<file path="src/rtl/pn_inject_stage.sv">
// Input register stage for the permutation network: ages link flits, injects one local
// flit per cycle into the lowest free slot from a small FIFO, and flags injection starvation.
`ifndef WIDTH_INTERNAL_PV
`define WIDTH_INTERNAL_PV 32
`endif

module pn_inject_stage #(
  parameter int WIDTH     = `WIDTH_INTERNAL_PV,
  parameter int VALID_POS = WIDTH-1,
  parameter int TIME_LSB  = 0,
  parameter int TIME_W    = 8,
  parameter int DEPTH     = 4,
  parameter int STARVE_TH = 16
) (
  input  logic                     clk,
  input  logic                     reset,
  input  logic [WIDTH-1:0]         din0,
  input  logic [WIDTH-1:0]         din1,
  input  logic [WIDTH-1:0]         din2,
  input  logic [WIDTH-1:0]         din3,
  input  logic [WIDTH-1:0]         inj_flit,
  input  logic                     inj_valid,
  output logic                     inj_ready,
  output logic [WIDTH-1:0]         dout0,
  output logic [WIDTH-1:0]         dout1,
  output logic [WIDTH-1:0]         dout2,
  output logic [WIDTH-1:0]         dout3,
  output logic                     starve,
  output logic [$clog2(DEPTH):0]   fifo_count
);

  localparam int PTR_W = $clog2(DEPTH);
  localparam int CNT_W = PTR_W + 1;
  localparam int SC_W  = $clog2(STARVE_TH) + 1;

  function automatic logic [WIDTH-1:0] age_flit(input logic [WIDTH-1:0] f);
    logic [TIME_W-1:0] t;
    t = f[TIME_LSB +: TIME_W];
    age_flit = f;
    age_flit[TIME_LSB +: TIME_W] = (t == {TIME_W{1'b1}}) ? t : t + TIME_W'(1);
  endfunction

  function automatic logic [WIDTH-1:0] inject_flit(input logic [WIDTH-1:0] f);
    inject_flit = f;
    inject_flit[TIME_LSB +: TIME_W] = '0;
    inject_flit[VALID_POS] = 1'b1;
  endfunction

  logic [WIDTH-1:0] din_p0 [4];
  logic [WIDTH-1:0] flit_d [4];
  logic [WIDTH-1:0] flit_p1 [4];
  logic [WIDTH-1:0] mem [DEPTH];
  logic [3:0]       free_p0;
  logic [1:0]       inj_slot;
  logic [PTR_W-1:0] rd_ptr, wr_ptr;
  logic [CNT_W-1:0] count;
  logic [SC_W-1:0]  starve_cnt, starve_cnt_next;
  logic             fifo_empty, fifo_full, push, pop, blocked;

  assign din_p0[0] = din0;
  assign din_p0[1] = din1;
  assign din_p0[2] = din2;
  assign din_p0[3] = din3;

  always_comb begin
    for (int i = 0; i < 4; i++) free_p0[i] = ~din_p0[i][VALID_POS];
  end

  assign fifo_empty = (count == '0);
  assign fifo_full  = (count == CNT_W'(DEPTH));
  assign inj_ready  = ~fifo_full;
  assign push       = inj_valid & ~fifo_full;
  // Pop only reads an entry already in the FIFO, so a same-edge push can never bypass.
  assign pop        = ~fifo_empty & (|free_p0);
  assign blocked    = ~fifo_empty & (free_p0 == 4'b0000);

  always_comb begin
    inj_slot = 2'd0;
    for (int i = 3; i >= 0; i--) begin
      if (free_p0[i]) inj_slot = 2'(i);
    end
  end

  always_comb begin
    for (int i = 0; i < 4; i++) begin
      if (!free_p0[i])
        flit_d[i] = age_flit(din_p0[i]);
      else if (pop && inj_slot == 2'(i))
        flit_d[i] = inject_flit(mem[rd_ptr]);
      else
        flit_d[i] = '0;
    end
  end

  always_comb begin
    if (!blocked)
      starve_cnt_next = '0;
    else if (starve_cnt >= SC_W'(STARVE_TH))
      starve_cnt_next = starve_cnt;
    else
      starve_cnt_next = starve_cnt + SC_W'(1);
  end

  // Stage p0 -> p1: registered flits toward the permutation network
  always_ff @(posedge clk or posedge reset) begin
    if (reset) begin
      for (int i = 0; i < 4; i++) flit_p1[i] <= '0;
    end else begin
      for (int i = 0; i < 4; i++) flit_p1[i] <= flit_d[i];
    end
  end

  always_ff @(posedge clk) begin
    if (push) mem[wr_ptr] <= inj_flit;
  end

  always_ff @(posedge clk or posedge reset) begin
    if (reset) begin
      rd_ptr <= '0;
      wr_ptr <= '0;
      count  <= '0;
    end else begin
      if (push) wr_ptr <= wr_ptr + PTR_W'(1);
      if (pop)  rd_ptr <= rd_ptr + PTR_W'(1);
      case ({push, pop})
        2'b10:   count <= count + CNT_W'(1);
        2'b01:   count <= count - CNT_W'(1);
        default: count <= count;
      endcase
    end
  end

  always_ff @(posedge clk or posedge reset) begin
    if (reset) begin
      starve_cnt <= '0;
      starve     <= 1'b0;
    end else begin
      starve_cnt <= starve_cnt_next;
      starve     <= (starve_cnt_next >= SC_W'(STARVE_TH));
    end
  end

  assign dout0      = flit_p1[0];
  assign dout1      = flit_p1[1];
  assign dout2      = flit_p1[2];
  assign dout3      = flit_p1[3];
  assign fifo_count = count;

endmodule

</file>
<file path="config.mk">
export PLATFORM = sky130hd
export DESIGN_NAME = pn_inject_stage
export DESIGN_NICKNAME = d
export VERILOG_FILES = /design/src/rtl/pn_inject_stage.sv
export SDC_FILE = /design/constraint.sdc
export NUM_CORES = 1
export LEC_CHECK = 0
export ABC_AREA = 1
export BUFFER_PORTS_ARGS = -buffer_cell sky130_fd_sc_hd__buf_2
export CAP_MARGIN = 20
export CORE_ASPECT_RATIO = 2
export CORE_MARGIN = 3
export CORE_UTILIZATION = 50
export DETAILED_ROUTE_END_ITERATION = 12
export PLACE_DENSITY = 0.78
export SYNTH_ARGS = -nofsm -noshare
export SYNTH_HDL_FRONTEND = slang
export SYNTH_SLANG_ARGS = --single-unit
export TNS_END_PERCENT = 10
</file>
<file path="constraint.sdc">
create_clock -name clk -period 11.6 [get_ports clk]
set_input_delay 2.32 -clock clk [delete_from_list [all_inputs] [get_ports clk]]
set_output_delay 2.32 -clock clk [all_outputs]
set_load 0.05 [all_outputs]
</file>
Yosys cells after proc, flatten, opt, wreduce, memory -nomap -nowiden
Memories as Yosys holds them, arrays and structs flattened.
Cells that the tools add are included.
Word-level totals
  logic and storage cells: 70
  memory bits (writable): 128
  memories: 1
  bits of input ports: 163
  register bits: 141
Memory list
  mem: depth 4, bits a word 32, rd ports 1, clocked after memory_dff 0, write ports 1, RTL line 52  | logic [WIDTH-1:0] mem [DEPTH];
Operators by class
  multiplexer cells: 21
  magnitude comparators: 2
  bitwise logic cells: 9
  equal/unequal tests: 10
  reduce and logical (&&, ||, !) cells: 9
  $add $sub $neg: 9
Operators with widths (count)
  $mux 32: 8
  $add 8x1->8 const B: 4
  $eq 8x8->1 const B: 4
  $mux 8: 4
  $ge 5x5->1 const B: 2
  $mux 5: 2
  $mux 2: 4
  $eq 2x2->1 const B: 3
  $not 1->1: 6
  $pmux 3 s2: 1
  $add 5x1->5 const B: 1
  $add 2x1->2 const B: 2
  $eq 2x1->1 const B: 2
  $logic_and 1x1->1: 4
  $logic_not 4->1: 1
  $reduce_or 4->1: 1
  $add 3x1->3 const B: 1
  $and 1x1->1: 3
  $eq 3x3->1 const B: 1
  $logic_not 3->1: 1
  $sub 3x1->3 const B: 1
  $logic_not 2->1: 1
  $mux 1: 2
  $reduce_bool 2->1: 1

Longest topological paths before layout
  depth after elaboration: 8
  mapped depth: 9

Worst setup path before layout
No wires, ideal clock.
  path kind: input -> register
  from: in inj_valid
  to: mem mem[0][10] (netlist name), enable pin
  arrival: 3.518 ns
  path buffers: 0
  library setup time: 0.403 ns
  stages: 2
  slack: 7.679 ns
  cell sequence: nand2_1 > nor2_1
Between the ends
  cells in the longest elaborated chain, start to end: 3
Ends and longest elaborated chain
  start: declaration: RTL line 22  | input logic inj_valid,
  $and 1x1->1: RTL line 72  | assign push = inj_valid & ~fifo_full;
  $mux 1: RTL line 114  | if (push) mem[wr_ptr] <= inj_flit;
  $mux 1 (not written as such): RTL line 114
  end: declaration: RTL line 52
No other way between the ends.

Final worst setup path
  from: in din0[31]
  to: reg count[2], in the netlist fifo_count[2]
Between the ends
  cells in the longest elaborated chain, start to end: 5
  elaborated cells on any way between the ends: 7
Ends and longest elaborated chain
  start: declaration: RTL line 17  | input logic [WIDTH-1:0] din0,
  $not 1->1 (*): RTL line 66  | for (int i = 0; i < 4; i++) free_p0[i] = ~din_p0[i][VALID_POS];
  $reduce_or 4->1 (*): RTL line 74  | assign pop = ~fifo_empty & (|free_p0);
  $and 1x1->1 (*): RTL line 74
  named net pop: RTL line 58  | logic fifo_empty, fifo_full, push, pop, blocked;
  $eq 2x1->1 / $eq 2x2->1 (equally long branches): RTL line 125  | case ({push, pop})
  $pmux 3 s2 / $reduce_bool 2->1 (equally long branches)
  end signal: assignment: RTL line 126  | 2'b10: count <= count + CNT_W'(1);
  end signal: assignment: RTL line 127  | 2'b01: count <= count - CNT_W'(1);
  end signal: assignment: RTL line 128  | default: count <= count;
  end: declaration: RTL line 56  | logic [CNT_W-1:0] count;
The timed path passes the listed nets; every way through them passes the cells marked *.
A chain may end at the register's enable or synchronous reset.

==> run_results.csv <==
group,metric,value,unit
detailed_routing,viasPerCell,5.09,
place,dpl_cell_area,0.0112,mm2
worst_setup_path,start_kind,"input port",
die,die_h,201,um
clock_tree,htreeDepth,1,
worst_hold_path,hp-class,"reg -> reg",
global_route,grt_pass1_wl,41.3,mm
sta,hold_slack,0.569,ns
die,placementRows,70,
global_route,first_global_vias,7803,
worst_setup_path,r2r_setup_slack,8.95,ns
detailed_routing,vias,7757,
synthesis,yosys-top-cells-area,"dfrtp_1 (37%), edfxtp_1 (29%), nand2_1 (15%), nor2_1 (4.3%), inv_1 (2.8%)",
worst_setup_path,slowest_delay,0.65,ns
worst_setup_path,crit_arrival,4.68,ns
clock_tree,clk_latency,0.50,ns
sta,min_period_over_period,0.371,
clock_tree,holdBufCountCts,0,
die,dieWidth,103,um
synthesis,synth_top_area_share,0.369,
die,initial_core_util,0.514,
layout,nets,1432,
global_route,overflow,0,
clock_tree,path_clk_slew,0.07,ns
detailed_routing,firstDrtPassIters,7,
synthesis,synth_top_cell_by_area,"dfrtp_1",
sta,min_period,4.31,ns
pwr,leakage,0.00611,uW
synthesis,synth.avg_cell_area,9.75,um2
synthesis,async_reset_ff_frac,0.603,
synthesis,synth-seq-cells,232,
clock_tree,cts_resized,0,
clock_tree,cts_buffer_depth,3,
clock_tree,cts-root-buf,"clkbuf_16",
pwr,p_per_area,226,mW/mm2
worst_setup_path,cp_max_fo,33,
global_route,antenna_found_initial,2,
sta,rsz0062_at_grt,"false",
synthesis,synth_edf_count,92,
sta,skew,0.0165,ns
global_route,grt_max_degree,73,
worst_setup_path,worstPathCellList,"buf_2 -> nand2_2 -> o21ai_4 -> inv_1 -> ha_1 -> fa_1 -> a21oi_1 -> o21ai_0 -> xor2_1",
sta,worst_pin_slew,1.01,ns
outcome,outcome,"finished, final reports clean",
layout,syn2layout_area_growth,24.7,%
global_route,grt_usage,0.262,
synthesis,synth_flop_cell,"dfrtp_1",
sta,slew_viol_final,0,
pwr,power,2680,uW
worst_setup_path,crit_type,"in -> reg",
place,gp_congestion,0.880,
detailed_routing,ant_nets,0,
place,place_hpwl,19.0,mm
clock_tree,cts_made_buffers,20,
detailed_routing,drtIter0Drc,393,
layout,layout-drive-gt1-share,0.266,
sta,setup_violations,0,
sta,tns,0,ns
die,design.core.area,0.0185,mm2
synthesis,synth_area,0.00950,mm2
clock_tree,clock_sinks,232,
worst_setup_path,cp-end-kind,"flop",
synthesis,ys_warn_count,0,
synthesis,yosysUniqueCellTypes,30,
clock_tree,cts_tree,"yes",
place,portBuffers,286,
detailed_routing,finalWirelength,27.0,mm
sta,fmax,232,MHz
clock_tree,postCtsSetupRepairBufs,0,
synthesis,postSynthCellCount,974,
worst_setup_path,critPathSlowestCell,"buf_2",
run,drv_cap,0,
die,io_pins,296,
pwr,vdd_drop_max,0.000203,V
detailed_routing,drcViolationCount,0,
detailed_routing,wire_per_inst,17.7,um
sta,final_hold_viol_count,0,
die,dieArea,0.0208,mm2
synthesis,synth_fp_nets,1149,
layout,final_cell_area,0.0118,mm2
sta,slew_headroom,0.325,
worst_setup_path,crit_required,11.98,ns
synthesis,synth.yosys.seq_area_share,0.660,
## worst max-delay path: cells and delay by family
kind                       cells  cell delay (ns)
and+or+nand+nor                1             0.24
xor gates and xnor gates       1             0.15
adders and majority gates      2             0.61
AOI/OAI and AO/OA              3             0.60
buffers and inverters          2             0.75
## synthesized netlist by cell type, types with 4 or more instances
master	instances
nand2_1	383
o211ai_1	26
o21ai_0	30
xor2_1	4
ha_1	11
a31oi_1	7
inv_1	71
nor2_1	110
o21ai_1	12
clkbuf_1	17
nand3_1	20
dfrtp_1	140
buf_2	15
a21oi_1	16
edfxtp_1	92
## per-stage QoR
| step | setup WS (ns) | instances | utilization |
|---|---|---|---|
| 6_report | 7.29 | 1525 | 0.641 |
| 5_1_grt | 7.18 | 1525 | 0.641 |
| 3_5_place_dp | 6.79 | 1485 | 0.603 |
| 3_3_place_gp | 6.81 | 1485 | 0.603 |
| 4_1_cts | 7.32 | 1521 | 0.638 |
| 2_1_floorplan | 5.53 | 974 | - |
## cells in the final DEF (no fill, tap or decap), drive strengths merged, types with 2 or more instances in the layout
cell type,n
nand2,384
buf,295
dfrtp,140
nor2,112
edfxtp,92
inv,75
o21ai,43
o211ai,26
clkbuf,24
nand3,21
a21oi,16
ha,11
a31oi,7
clkinv,7
xor2,4
nor3,3
diode,2
xnor2,2
bufinv,2
clkinvlp,2
## path summary, 6_finish.rpt
check,start,depth (start not counted),end
worst min-delay path,starve_cnt[3],2,starve
worst max register to register,rd_ptr[0],8,dout1[11]
min in group asynchronous,reset,2,dout0[27]
max in group asynchronous,reset,3,dout3[11]
worst max-delay path,din0[31],9,fifo_count[2]
worst min register to register,starve_cnt[3],2,starve
## area by class of cell
class | instances | area, um2
fillers | 1533 | 6640
flip-flops and latches | 232 | 6270
multi-input cells | 634 | 2800
repair buffers | 295 | 1530
clock buffers | 24 | 537
well taps | 252 | 315
inverters | 74 | 283
clock inverters | 12 | 108
diodes | 2 | 5.00
## registers in the layout, summed over array words and instances, names as in the netlist
name,flops
dout0,32
dout1,32
dout2,32
dout3,32
fifo_count,3
mem,92
rd_ptr,2
starve,1
starve_cnt,4
wr_ptr,2
## where the power goes
| part | internal (uW) | total [uW] | switching [uW] |
|---|---|---|---|
| sequential | 1010 | 1070 | 60.9 |
| clock | 375 | 661 | 286 |
| combinational | 217 | 943 | 725 |
| total | 1600 | 2680 | 1070 |
## routing by layer
metal / vias to the layer above / share of wire / GRT usage
li1: 3666 / - / -
met4: 0 / 0.047 / 0.114
met2: 364 / 0.53 / 0.453
met3: 84 / 0.076 / 0.0424
met1: 3643 / 0.35 / 0.312
met5: - / 0 / 0
## logic make-up after synthesis
group	synth area share
flip-flops	0.660
XOR/XNOR	0.00553
AND/OR/NAND/NOR	0.215
buffers and inverters	0.0462
AO/OA/AOI/OAI	0.0574
adder cells (fa/ha/maj)	0.0166
(Power assumes the default switching activity.)
